==> config.mk <==
export PLATFORM = sky130hd
export DESIGN_NAME = avst_video_gray_rx
export DESIGN_NICKNAME = d
export VERILOG_FILES = /design/src/rtl/avst_video_gray_rx.sv
export SDC_FILE = /design/constraint.sdc
export NUM_CORES = 1
export LEC_CHECK = 0
export CAP_MARGIN = 15
export CORE_MARGIN = 1.5
export CORE_UTILIZATION = 40
export DETAILED_ROUTE_END_ITERATION = 8
export MAX_ROUTING_LAYER = met4
export PLACE_DENSITY = 0.56
export SYNTH_ARGS = -nofsm -noshare
export SYNTH_HDL_FRONTEND = slang
export SYNTH_SLANG_ARGS = --single-unit
==> constraint.sdc <==
create_clock -name clk -period 9.1 [get_ports clk]
set_input_delay 1.365 -clock clk [delete_from_list [all_inputs] [get_ports clk]]
set_output_delay 1.365 -clock clk [all_outputs]
set_load 0.03 [all_outputs]
==> src/rtl/avst_video_gray_rx.sv <==
// Avalon-ST RGB888 video sink: parses the packet-type header, converts pixels to luma
// and always emits exactly IMAGE_WIDTH*IMAGE_HEIGHT pixels per frame on a valid/ready stream.
module avst_video_gray_rx #(
    parameter int IMAGE_WIDTH  = 640,
    parameter int IMAGE_HEIGHT = 480,
    parameter int CNT_WIDTH    = 10
) (
    input  logic        clk,
    input  logic        reset_n,
    input  logic [23:0] din_data,
    input  logic        din_valid,
    input  logic        din_sop,
    input  logic        din_eop,
    output logic        din_ready,
    output logic [7:0]  pxl_out,
    output logic        valid_out,
    input  logic        dout_ready,
    output logic        frame_done,
    output logic        frame_err
);

    typedef enum logic [1:0] {IDLE, VIDEO, PAD, DRAIN} state_t;

    localparam logic [CNT_WIDTH-1:0] COL_LAST = CNT_WIDTH'(IMAGE_WIDTH - 1);
    localparam logic [CNT_WIDTH-1:0] ROW_LAST = CNT_WIDTH'(IMAGE_HEIGHT - 1);

    state_t               state, state_next;
    logic [CNT_WIDTH-1:0] col, row;
    logic                 reg_free, last_pix;
    logic                 load, advance, clear_cnt, done_next, err_next;
    logic [7:0]           y_next;

    // Weights sum to 256, so the top byte of the 16-bit sum is already in range.
    function automatic logic [7:0] luma(input logic [23:0] rgb);
        logic [15:0] sum;
        sum = 16'(77) * 16'(rgb[23:16]) + 16'(150) * 16'(rgb[15:8]) + 16'(29) * 16'(rgb[7:0]);
        return sum[15:8];
    endfunction

    assign reg_free = !valid_out || dout_ready;
    assign last_pix = (col == COL_LAST) && (row == ROW_LAST);

    always_comb begin
        state_next = state;
        din_ready  = 1'b0;
        load       = 1'b0;
        advance    = 1'b0;
        y_next     = 8'd0;
        done_next  = 1'b0;
        err_next   = 1'b0;
        case (state)
            IDLE: begin
                din_ready = 1'b1;
                if (din_valid && din_sop) begin
                    if (din_data[3:0] == 4'd0) begin
                        if (din_eop) begin
                            state_next = PAD;
                            err_next   = 1'b1;
                        end else begin
                            state_next = VIDEO;
                        end
                    end else if (!din_eop) begin
                        state_next = DRAIN;
                    end
                end
            end
            VIDEO: begin
                // A new sop mid-frame is held off so IDLE can take it after padding.
                if (din_valid && din_sop) begin
                    state_next = PAD;
                    err_next   = 1'b1;
                end else begin
                    din_ready = reg_free;
                    if (din_valid && reg_free) begin
                        load    = 1'b1;
                        advance = 1'b1;
                        y_next  = luma(din_data);
                        if (last_pix) begin
                            done_next = 1'b1;
                            if (din_eop) begin
                                state_next = IDLE;
                            end else begin
                                err_next   = 1'b1;
                                state_next = DRAIN;
                            end
                        end else if (din_eop) begin
                            err_next   = 1'b1;
                            state_next = PAD;
                        end
                    end
                end
            end
            PAD: begin
                if (reg_free) begin
                    load    = 1'b1;
                    advance = 1'b1;
                    if (last_pix) begin
                        done_next  = 1'b1;
                        state_next = IDLE;
                    end
                end
            end
            DRAIN: begin
                din_ready = 1'b1;
                if (din_valid && din_eop) begin
                    state_next = IDLE;
                end
            end
            default: state_next = IDLE;
        endcase
        if (!reset_n) begin
            din_ready = 1'b0;
        end
        clear_cnt = (state_next == IDLE);
    end

    always_ff @(posedge clk) begin
        if (!reset_n) begin
            state <= IDLE;
        end else begin
            state <= state_next;
        end
    end

    always_ff @(posedge clk) begin
        if (!reset_n || clear_cnt) begin
            col <= '0;
            row <= '0;
        end else if (advance) begin
            if (col == COL_LAST) begin
                col <= '0;
                row <= (row == ROW_LAST) ? '0 : row + 1'b1;
            end else begin
                col <= col + 1'b1;
            end
        end
    end

    always_ff @(posedge clk) begin
        if (!reset_n) begin
            pxl_out    <= 8'd0;
            valid_out  <= 1'b0;
            frame_done <= 1'b0;
            frame_err  <= 1'b0;
        end else begin
            if (load) begin
                pxl_out   <= y_next;
                valid_out <= 1'b1;
            end else if (dout_ready) begin
                valid_out <= 1'b0;
            end
            frame_done <= done_next;
            frame_err  <= err_next;
        end
    end

endmodule
==> summary by stage, run 1 <==
Run status
The flow ran to the end, but the final reports show violations. The final reports fail on design-rule violations.

Critical path
The delay of the slowest cell on the worst path is 0.54 ns. Counting buffers and inverters, the worst setup path is 22 cells deep. The largest individual stage delay along the critical path comes from the cell fa_1. On the critical path the largest part of the delay comes from adder cells. The capture point of the worst reg-to-reg path is row[0]$_SDFFE_PP0P_. STA classifies the critical path endpoint as a register. Data arrives at the worst endpoint at ~8 ns. The number of cell instances on the worst register-to-register path is 8. In this run the worst setup path begins at din_data[12]. By instance count, the cell type seen most on the critical path is fa_1. The signal on the critical path passes through clkdlybuf4s50_1 -> ha_1 -> ha_1 -> inv_1 -> fa_1 -> fa_1 -> inv_1 -> ha_1 -> xnor2_1 -> fa_1 -> fa_1 -> inv_1 -> fa_1 -> fa_1 -> inv_1 -> ha_1 -> or3_1 -> o21ai_0 -> nor3_1 -> o31ai_1 -> nor3b_1 -> o31ai_1. The highest fanout seen on the critical path is 4.

Setup slack on the worst reg-to-reg path comes out at between 6 and 7 ns. By startpoint and endpoint, the worst setup path is classified as in -> reg. The critical path contains buffers and inverters numbering 5 combined. The nature of the critical path startpoint is an input port. Data on the critical path is required at its endpoint by 9.26 ns. In this run the critical register-to-register path is launched from row[0]$_SDFFE_PP0P_. The most critical setup path has its endpoint at pxl_out[6]$_SDFFE_PN0P_.

Cells and area
The filler cell count in the final layout is approximately 1100. The number of diodes is 0. The layout overhead on the synthesized area is 13.8%.

In the final design database the tool counted ~730 nets. The count of cells in the finished layout, fillers not included, comes to 696. Of the cells placed in the final design, the portion with a size suffix greater than 1 is approximately 3.1%.

Detailed routing
Dividing the detail-routed via count by the number of cells gives between 5 and 6. The remaining routing DRC violations is 2. The number of search-and-repair iterations in the first detailed-routing pass is 8.

The detailed router finished its first iteration with about 150 violations. For this block, the routed nets add up to around 9.6 mm of wire. The detail-routed net length per standard cell is 13.8 microns.

The remaining antenna violation count is 0. The number of vias after detailed routing is 3609.

Clock network
Clock-pin slew was measured on the worst setup and hold paths at around 0.05 ns. In this run, post-CTS repair resized a total of 0 instances. The number of buffers on the longest clock path is 2. Counting every sink on the clock net gives 33. The number of setup buffers added after CTS is 0. The clock root buffer master is clkbuf_16. The H-tree was split into 2 levels. The later pin in the worst-skew pair is clocked with a latency of about 0.28 ns. Buffers inserted during clock tree synthesis total 5. The number of hold-repair buffers added at the cts stage is 0. TritonCTS built the clock tree.

Flow run
The max-cap violation count is 0.

STA
The count of final max-slew check failures is 0. The hold violation count in the final report was 0. The final critical path time including I/O delays and setup is 7.65 ns. Setup repair after global routing left no endpoint under its margin. Measured against its own limit, the worst slew margin works out to 31.7%.

The achievable clock frequency is 131 MHz. The share of the clock period used by the worst path after layout is roughly 84%. The setup skew after layout is ~0.0028 ns. Across all hold checks on the routed design, the worst slack comes to 0.460 ns. At the pin with the least slew margin, the transition time is about 1.0 ns.

For the final routed database, the setup TNS stands at 0 ns. The total of endpoints with negative setup slack in the final report is 0.

Synthesis
The number of enable-type register cells in the synthesized netlist is 0. The async set-reset flop share out of synthesis is 0%. For this run, the leading register cell type out of synthesis is dfxtp_1. After synthesis, the mean cell area works out to 9.29 sq um. In this run, distinct cell masters in the synthesized netlist total 52. The cell area that synthesis handed to floorplanning was 4790 sq um.

By count the netlist is led by inv_1 (100), ha_1 (92), fa_1 (55). The area share of the largest cell type after synthesis is between 20 and 25%. In this run, synthesis produced a sequential element count of 33. The post-synthesis cell count is between 500 and 600.

The number of nets in the synthesized netlist is a little under 700. The most common cell in the synthesized netlist is inv_1. The portion of the post-synthesis area used by sequential elements is 13.8%. The count of synthesis-stage warnings from yosys is 0. Sorting the synthesized cells by area gives the leading types as ha_1 (24%), fa_1 (23%), dfxtp_1 (14%).

Summed over all instances, the cell type with the most area after synthesis is ha_1.

GRT
The initial antenna violation count is 0. Global routing used between 15 and 20% of the available tracks. The global-route wire length before repair is 17.9 mm. The total overflow reported by the global router is 0. The number of global-route vias before repair came to 3910. Entering global routing, the biggest net connects 22 pins.

Placed design
The final weighted congestion in routability-driven placement is a little under 0.8. The number of placed instances, taps included, is just under 700. The post-detailed-placement half-perimeter wirelength is approximately 8.1 mm. The number of input and output port buffers inserted is roughly 40.

Hold path
The worst hold path belongs to the class reg -> reg. The launch instance of the worst min-delay path is pxl_out[7]$_SDFFE_PN0P_.

Pwr
The leakage power of the design is between 2 and 3 nW. Across the VDD grid, the largest voltage drop is 0.353 mV. The sum of internal, switching and leakage power is ~1.8 mW. The power density normalized to cell area is 334 nW/um^2.

Floorplanning
The row count is 39. 42 I/O pins were placed. The full die area is approximately 13000 sq um. The height of the chip is ~110 microns. The initial cell density of the core is just over 40%. The total area inside the core boundary comes to roughly 12000 sq um. Measured along the x axis, the die boundary spans between 100 and 150 microns.
[report_power, final]
| group | switching, mW | internal (mW) | total (mW) |
|---|---|---|---|
| Clock | 0.0605 | 0.100 | 0.161 |
| Combinational | 0.847 | 0.654 | 1.50 |
| Sequential | 0.00702 | 0.151 | 0.159 |
[stage by stage]
step | setup slack [ns] | util (%) | area (sq um)
2_1_floorplan | 1.97 | - | 4790
3_3_place_gp | 1.25 | 45.9 | 5310
3_5_place_dp | 1.17 | 45.9 | 5310
4_1_cts | 1.44 | 47.1 | 5450
5_1_grt | 1.03 | 47.1 | 5450
6_report | 1.45 | 47.1 | 5450
[per-layer routing]
layer | part of all wire, % | vias up | track usage (%)
met5 | 0 | - | -
met4 | 0.40 | 0 | 2.36
met3 | 2.8 | 5 | 2.32
met2 | 49 | 47 | 30.7
met1 | 47 | 1761 | 22.8
li1 | - | 1796 | -
[how the worst min path moves through the flow]
| stage | to | slack (ns) | cells past startpoint |
|---|---|---|---|
| finish | pxl_out[7]$_SDFFE_PN0P_ | 0.46 | 2 |
| global placement | pxl_out[4]$_SDFFE_PN0P_ | 0.46 | 2 |
| CTS | pxl_out[4]$_SDFFE_PN0P_ | 0.46 | 2 |
| floorplan | row[0]$_SDFFE_PP0P_ | 0.47 | 2 |
| detailed placement | pxl_out[4]$_SDFFE_PN0P_ | 0.45 | 2 |
| global route | pxl_out[7]$_SDFFE_PN0P_ | 0.50 | 2 |
[logic make-up (layout without fill, tap and decap cells)]
group | count (synthesis) | count (layout) | synth area share [%]
fa+ha+maj | 147 | 147 | 47.0
buf+inv | 112 | 149 | 9.27
simple gates | 108 | 108 | 12.5
compound gates | 85 | 85 | 11.8
flops | 33 | 33 | 13.8
xor+xnor | 31 | 31 | 5.67
[cell usage in the layout (no fill, tap or decap), types with 3 or more instances in the layout]
master           synthesis  layout
inv_1                  100     100
o211ai_1                 5       5
a22oi_1                  4       4
nand2_1                 27      27
o21ai_0                 13      13
o31ai_1                  6       6
ha_1                    92      92
fa_1                    55      55
nor3_1                   7       7
clkbuf_16                0       5
nand3_1                 18      18
o211a_1                  3       3
and3_1                   8       8
a21oi_1                 29      29
a21boi_0                 3       3
or3_1                    7       7
and4_1                   3       3
nand4_1                  5       5
dfxtp_1                 33      33
clkdlybuf4s50_1          0      41
nor2b_1                  3       3
nor3b_1                  3       3
nor2_1                  11      11
a31oi_1                  3       3
o21a_1                   3       3
xor2_1                  15      15
xnor2_1                 16      16
a21oi_2                  4       4
a211oi_1                 3       3
[flip-flops by register name, indices dropped and copies added, names as in the netlist]
register	cells
col	10
frame_done	1
frame_err	1
pxl_out	8
row	10
state	2
valid_out	1
[worst register-to-register path, stage by stage (launching register included)]
cell      delay, ns
dfxtp_1        0.37
ha_1           0.18
nand3_1        0.25
nor3b_4        0.39
nand3_1        0.13
a22o_1         0.26
o21a_1         0.22
o311ai_4       0.83
a22oi_1        0.21
[cell type report]
type,count,area [sq um],area share [%]
Clock inverter,2,10.0,0.184
Sequential cell,33,661,12.1
Inverter,100,375,6.89
Multi-Input combinational cell,371,3690,67.6
Clock buffer,6,129,2.36
Timing Repair Buffer,41,410,7.53
Tap cell,143,179,3.28
(Power assumes the default switching activity.)
==> run 2, diff against run 1 <==
==> constraint.sdc (replaced) <==
create_clock -name clk -period 8 [get_ports clk]
set_input_delay 1.2 -clock clk [delete_from_list [all_inputs] [get_ports clk]]
set_output_delay 1.2 -clock clk [all_outputs]
set_load 0.03 [all_outputs]
==> summary by stage, run 2 (synthesis gave the netlist of run 1 again) <==
Placed design
The number of cells in the design after placement is 688 (unchanged). The number of input and output port buffers inserted came to 41 (unchanged). The cell area reported after detailed placement was 5310 sq um (unchanged). The post-detailed-placement half-perimeter wirelength was 7.97 mm (was 8.06 mm). The final weighted congestion in routability-driven placement came to 0.791 (was 0.792).

GRT
The number of global-route vias before repair is 3845 (was 3910). The overall fraction of global-route tracks in use is 17.6% (was 17.7%). The initial antenna violation count is 0 (unchanged). The global-route wire length before repair came to 17.8 mm (was 17.9 mm). The pin count of the biggest net entering global routing is 22 (unchanged).

The total overflow reported by the global router came to 0 (unchanged).

Clock network
The number of buffers created by CTS is 5 (unchanged). The clock tree from TritonCTS is yes (unchanged). The number of buffers added for setup after CTS is 0 (unchanged). The clock root buffer master is clkbuf_16 (unchanged). The clock latency reported for the late side of the worst-skew pair was 0.28 ns (about the same).

The post-CTS clock slew at the launch and capture registers of the worst setup and hold paths is 0.05 ns (about the same). The number of clock sinks is 33 (unchanged). The number of buffers on the longest clock path is 2 (unchanged). The quantity of gates resized following cts is 0 (unchanged).

The number of hold-repair buffers added at the cts stage was 0 (unchanged). The deepest level of the CTS H-tree is 2 (unchanged).

Pwr
The maximum resistive drop on vdd is 0.381 mV (was 0.353 mV). The power density normalized to cell area is 377 nW/um^2 (was 334 nW/um^2). The leakage power of the design is 2.63 nW (about the same).

Floorplanning
The width of the die came to 112 microns (unchanged). The floorplan core area is 11600 sq um (unchanged). The row count is 39 (unchanged). The I/O pin total is 42 (unchanged).

The initial cell density of the core is 41.4% (unchanged). The full die area is 12600 sq um (unchanged). The height of the chip was 112 microns (unchanged).

Critical path
The reg2reg setup slack was 4.95 ns (was 6.08 ns). The highest fanout seen on the critical path is 4 (unchanged). The standard cell with the maximum stage delay on the critical path is fa_1 (unchanged). The type of the worst setup path is in -> reg (unchanged). The startpoint of the lowest-slack register-to-register path was row[0]$_SDFFE_PP0P_ (unchanged). The capture point of the worst reg-to-reg path is row[0]$_SDFFE_PP0P_ (unchanged). The nature of the critical path startpoint was an input port (unchanged). The delay of the slowest cell on the worst path is 0.54 ns (about the same). The number of cell instances on the worst register-to-register path came to 8 (unchanged). The category of the worst setup path capture point is a register (unchanged).

Crit-path cells: clkdlybuf4s50_1 -> ha_1 -> ha_1 -> inv_1 -> fa_1 -> fa_1 -> inv_1 -> ha_1 -> xnor2_1 -> fa_1 -> fa_1 -> inv_1 -> fa_1 -> fa_1 -> inv_1 -> ha_1 -> or3_1 -> o21ai_0 -> nor3_1 -> or3_1 -> and3_1 -> o31ai_1 (was clkdlybuf4s50_1 -> ha_1 -> ha_1 -> inv_1 -> fa_1 -> fa_1 -> inv_1 -> ha_1 -> xnor2_1 -> fa_1 -> fa_1 -> inv_1 -> fa_1 -> fa_1 -> inv_1 -> ha_1 -> or3_1 -> o21ai_0 -> nor3_1 -> o31ai_1 -> nor3b_1 -> o31ai_1). The signal arrival time at the worst endpoint is 7.64 ns (was 7.81 ns). The required time at the worst-slack endpoint is 8.20 ns (was 9.26 ns). The most repeated library cell on the critical path is fa_1 (unchanged).

Hold path
The hold-critical path depth is 2 (unchanged). The launch instance of the worst min-delay path is pxl_out[4]$_SDFFE_PN0P_ (was pxl_out[7]$_SDFFE_PN0P_). The type of the most critical hold path is reg -> reg (unchanged). The endpoint of the worst hold path is pxl_out[4]$_SDFFE_PN0P_ (was pxl_out[7]$_SDFFE_PN0P_).

Cells and area
The number of nets in the final layout is 729 (unchanged). The area of all placed cells without fillers was 5460 sq um (was 5450 sq um). The most frequent standard cell in the layout excluding fill and tap cells was inv_1 (unchanged). The number of diodes came to 0 (unchanged).

The fraction of final layout cells with drive strength greater than 1 was 3.25% (was 3.07%). Most frequent cells in the layout: inv_1 (100), ha_1 (92), fa_1 (55), clkdlybuf4s50_1 (41), dfxtp_1 (33) (unchanged). The filler cell count in the final layout is 1114 (was 1128).

The layout overhead on the synthesized area came to 13.8% (about the same). Biggest regs: col (10), row (10), pxl_out (8) (unchanged). The count of placed standard cells in the final layout, fillers left out was 696 (unchanged).

STA
The setup skew after layout is 0.00670 ns (was 0.00277 ns). The count of final max-slew check failures is 0 (unchanged). Static timing analysis puts the maximum clock frequency at around 130 MHz. Unrepaired setup endpoints after global routing: no (unchanged). The hold violation count in the final report is 0 (unchanged). The total of endpoints with negative setup slack in the final report is 0 (unchanged). The total negative slack for setup checks is 0 ns (unchanged). The minimum hold slack is 0.464 ns (was 0.460 ns).

The worst path in the final design needs a cycle of roughly 7.4 ns, including I/O delays and setup. The share of the clock period used by the worst path after layout is 93.0%. The relative slew slack was 31.4% (was 31.7%).

The transition time of the tightest slew-check pin came to 1.03 ns (was 1.02 ns).

Detailed routing
The detail-routed net length per standard cell is 13.7 microns (was 13.8 microns). The number of search-and-repair iterations in the first detailed-routing pass is 6 (was 8). The violation count after the first detailed-routing iteration was 139 (was 146).

The remaining antenna violation count is 0 (unchanged). The detailed-route wire length is 9.51 mm (was 9.63 mm). The detailed-route vias per instance was 5.18 (was 5.19).

The remaining routing DRC violations is 3 (was 2). The number of vias after detailed routing was 3605 (was 3609).

Run status
Result of the run: complete, but fails checks (unchanged). Failing checks: design-rule violations (unchanged).

Flow run
The max-cap violation count was 0 (unchanged).
run 2: cell count changes in the layout (fill, tap and decap cells not counted):
cell        change
clkbuf_1        -1
clkinvlp_4      +1
run 2: worst max path at each step:
stage                             from                      end  slack, ns  cells after the start
after floorplan           din_data[12]  pxl_out[7]$_SDFFE_PN0P_       1.04                     21
after global placement    din_data[12]  pxl_out[7]$_SDFFE_PN0P_       0.31                     22
after detailed placement  din_data[12]  pxl_out[6]$_SDFFE_PN0P_       0.23                     22
after CTS                 din_data[12]  pxl_out[6]$_SDFFE_PN0P_       0.52                     22
after global routing      din_data[12]  pxl_out[6]$_SDFFE_PN0P_       0.10                     22
final                     din_data[12]  pxl_out[7]$_SDFFE_PN0P_       0.56                     22
run 2: layout make-up:
class                           instances  area [sq um]  share of cell area, %
Multi-Input combinational cell        371          3690                   67.6
Sequential cell                        33           661                   12.1
Timing Repair Buffer                   41           410                   7.52
Inverter                              100           375                   6.88
Tap cell                              143           179                   3.28
Clock buffer                            5           125                   2.29
Clock inverter                          3          17.5                  0.321
run 2: metrics by stage:
step	worst slack (ns)	total power, mW	utilization, %
detailed placement	0.231	1.91	45.9
floorplan	1.04	1.56	-
global route	0.101	2.41	47.2
global placement	0.310	1.89	45.9
CTS	0.516	2.11	47.2
finish	0.560	2.06	47.2
run 2: power by group:
group | internal (mW) | switching [mW]
Clock | 0.114 | 0.0733
Sequential | 0.172 | 0.00796
Combinational | 0.745 | 0.947
run 2: worst max-delay path, delay by kind of cell:
family,cells,cell delay [ns]
AND/OR/NAND/NOR,4,1.02
buffers and inverters,5,0.67
XOR/XNOR,1,0.22
adder cells (fa/ha/maj),10,4.21
AO/OA/AOI/OAI,2,0.32
run 2: routing by layer:
metal  up-vias  share of wire (%)  global-route usage, %
met1      1754                 49                   22.9
met4         0               0.61                   2.28
li1       1800                  -                      -
met3         7                2.4                   2.54
met2        44                 48                   30.1
met5         -                  0                      -
==> run 3, diff against run 2 <==
--- a/config.mk
+++ b/config.mk
@@ -6,7 +6,7 @@
 export NUM_CORES = 1
 export LEC_CHECK = 0
 export CAP_MARGIN = 15
-export CORE_MARGIN = 1.5
+export CORE_MARGIN = 4
 export CORE_UTILIZATION = 40
 export DETAILED_ROUTE_END_ITERATION = 8
 export MAX_ROUTING_LAYER = met4
==> summary by stage, run 3 (synthesis gave the netlist of run 1 again) <==
Cells and area
The share of the core filled with cells is 47.1% (was 47.2%). Biggest regs: col (10), row (10), pxl_out (8) (unchanged). The layout overhead on the synthesized area is 13.8% (about the same).

The number of diodes is 0 (unchanged). The area of the multi-input gates is 3690 sq um (unchanged). The number of nets in the final layout came to 729 (unchanged). The sequential cell area came to 661 sq um (unchanged). The filler cell count in the final layout was 1110 (was 1114). The most frequent standard cell in the layout excluding fill and tap cells is inv_1 (unchanged). The fraction of final layout cells with drive strength greater than 1 was 3.07% (was 3.25%). Most frequent cells in the layout: inv_1 (100), ha_1 (92), fa_1 (55), clkdlybuf4s50_1 (41), dfxtp_1 (33) (unchanged).

Placed design
The number of input and output port buffers inserted was 41 (unchanged). The final weighted congestion in routability-driven placement is 0.863 (was 0.791). The post-detailed-placement half-perimeter wirelength is 8.15 mm (was 7.97 mm).

STA
The setup skew after layout was 0.00720 ns (was 0.00670 ns). The achievable clock frequency came to 134 MHz (about the same). The count of final max-slew check failures is 0 (unchanged). The total negative slack for setup checks is 0 ns (unchanged). The share of the clock period used by the worst path after layout is 93.1% (was 93.0%). Unrepaired setup endpoints after global routing: no (unchanged). The total of endpoints with negative setup slack in the final report came to 0 (unchanged). The hold violation count in the final report was 0 (unchanged). The minimum hold slack is 0.467 ns (was 0.464 ns). The transition time of the tightest slew-check pin came to 1.01 ns (was 1.03 ns).

The final critical path time including I/O delays and setup was 7.45 ns (was 7.44 ns). The relative slew slack came to 32.7% (was 31.4%).

Clock network
The number of buffers on the longest clock path is 2 (unchanged). The number of hold-repair buffers added at the cts stage came to 0 (unchanged). The clock root buffer master is clkbuf_16 (unchanged).

The post-CTS clock slew at the launch and capture registers of the worst setup and hold paths is 0.05 ns (about the same). The number of buffers created by CTS was 5 (unchanged). The quantity of gates resized following cts was 0 (unchanged). The deepest level of the CTS H-tree was 2 (unchanged). The clock latency reported for the late side of the worst-skew pair is 0.28 ns (about the same). The clock tree from TritonCTS is yes (unchanged).

The number of clock sinks was 33 (unchanged). The number of buffers added for setup after CTS is 0 (unchanged).

Critical path
The most repeated library cell on the critical path is fa_1 (unchanged). The buffering stage count on the worst path with inverters included is 5 (unchanged). The standard cell with the maximum stage delay on the critical path is fa_1 (unchanged). The required time at the worst-slack endpoint was 8.19 ns (was 8.20 ns).

The number of cell instances on the worst register-to-register path came to 8 (unchanged). Crit-path cells: clkdlybuf4s50_1 -> ha_1 -> ha_1 -> inv_1 -> fa_1 -> fa_1 -> inv_1 -> ha_1 -> xnor2_1 -> fa_1 -> fa_1 -> inv_1 -> fa_1 -> fa_1 -> inv_1 -> ha_1 -> or3_1 -> o21ai_0 -> nor3_1 -> or3_1 -> and3_1 -> o31ai_1 (unchanged). The category of the worst setup path capture point is a register (unchanged). The delay of the slowest cell on the worst path is 0.54 ns (about the same). The type of the worst setup path is in -> reg (unchanged).

The nature of the critical path startpoint is an input port (unchanged). The signal arrival time at the worst endpoint is 7.64 ns (about the same). The total stage count of the critical path is 22 (unchanged).

The highest fanout seen on the critical path is 4 (unchanged). The family of cells with the greatest summed delay on the critical path was adder cells (unchanged).

Hold path
The type of the most critical hold path is reg -> reg (unchanged). The hold-critical path depth is 2 (unchanged).

Flow run
The max-cap violation count is 0 (unchanged).

Pwr
The leakage power of the design is 2.63 nW (about the same). The maximum resistive drop on vdd is 0.410 mV (was 0.381 mV). The sum of internal, switching and leakage power is 2.06 mW (about the same). The power density normalized to cell area is 378 nW/um^2 (was 377 nW/um^2).

Detailed routing
The remaining routing DRC violations is 0 (was 3). The number of search-and-repair iterations in the first detailed-routing pass is 4 (was 6). The detailed-route wire length is 9.67 mm (was 9.51 mm). The violation count after the first detailed-routing iteration was 127 (was 139). The remaining antenna violation count came to 0 (unchanged). The detail-routed net length per standard cell is 13.9 microns (was 13.7 microns). The detailed-route vias per instance was 5.15 (was 5.18). The number of vias after detailed routing is 3585 (was 3605).

Floorplanning
The I/O pin total is 42 (unchanged). The floorplan core area is 11600 sq um (unchanged). The height of the chip was 117 microns (was 112 microns). The full die area is 13800 sq um (was 12600 sq um).

The width of the die is 117 microns (was 112 microns). The row count is 39 (unchanged). The initial cell density of the core came to 41.4% (unchanged).

GRT
The global-route wire length before repair is 17.3 mm (was 17.8 mm). The total overflow reported by the global router is 0 (unchanged). The initial antenna violation count is 0 (unchanged). The overall fraction of global-route tracks in use is 15.3% (was 17.6%).

The pin count of the biggest net entering global routing was 22 (unchanged). The number of global-route vias before repair is 3700 (was 3845).

Run status
Result of the run: complete, no violations (was complete, but fails checks).
## run 3: cell types whose count changed in the layout (fill, tap and decap cells not counted)
cell        previous run  this run
clkbuf_1               0         1
clkinvlp_4             1         0
## run 3: stage by stage
step	instances	cell area (sq um)	worst slack, ns
floorplan	516	4790	1.04
global placement	688	5310	0.307
detailed placement	688	5310	0.220
CTS	696	5450	0.516
global route	696	5450	0.243
finish	696	5450	0.551
## run 3: report_power, final
| part | switching, mW | leakage, nW | internal (mW) |
|---|---|---|---|
| logic | 0.952 | 2.29 | 0.742 |
| clock network | 0.0700 | 0.0706 | 0.114 |
| registers | 0.00766 | 0.266 | 0.172 |
## run 3: cell type report
type | count | share of cell area, %
multi-input cells | 371 | 67.6
flip-flops and latches | 33 | 12.1
repair buffers | 41 | 7.53
inverters | 100 | 6.89
well taps | 143 | 3.28
clock buffers | 6 | 2.36
clock inverters | 2 | 0.184
## run 3: worst min-delay path, cell delays in order, from the launching register on
cell,delay [ns]
dfxtp_1,0.33
nand2_1,0.05
o21ai_0,0.06
## run 3: worst paths after layout
check | start | endpoint | slack, ns
setup / recovery | din_data[12] | pxl_out[7]$_SDFFE_PN0P_ | 0.55
hold / removal | pxl_out[4]$_SDFFE_PN0P_ | pxl_out[4]$_SDFFE_PN0P_ | 0.47
setup reg to reg | row[0]$_SDFFE_PP0P_ | row[0]$_SDFFE_PP0P_ | 5.04
hold reg to reg | pxl_out[4]$_SDFFE_PN0P_ | pxl_out[4]$_SDFFE_PN0P_ | 0.47
## run 3: per-layer routing
metal | part of all wire, % | track usage [%] | wire [microns] | up-vias
met3 | 2.8 | 2.40 | 268 | 13
li1 | - | - | - | 1792
met5 | 0 | - | 0 | -
met1 | 48 | 20.0 | 4680 | 1727
met2 | 47 | 25.5 | 4590 | 53
met4 | 1.4 | 2.93 | 136 | 0
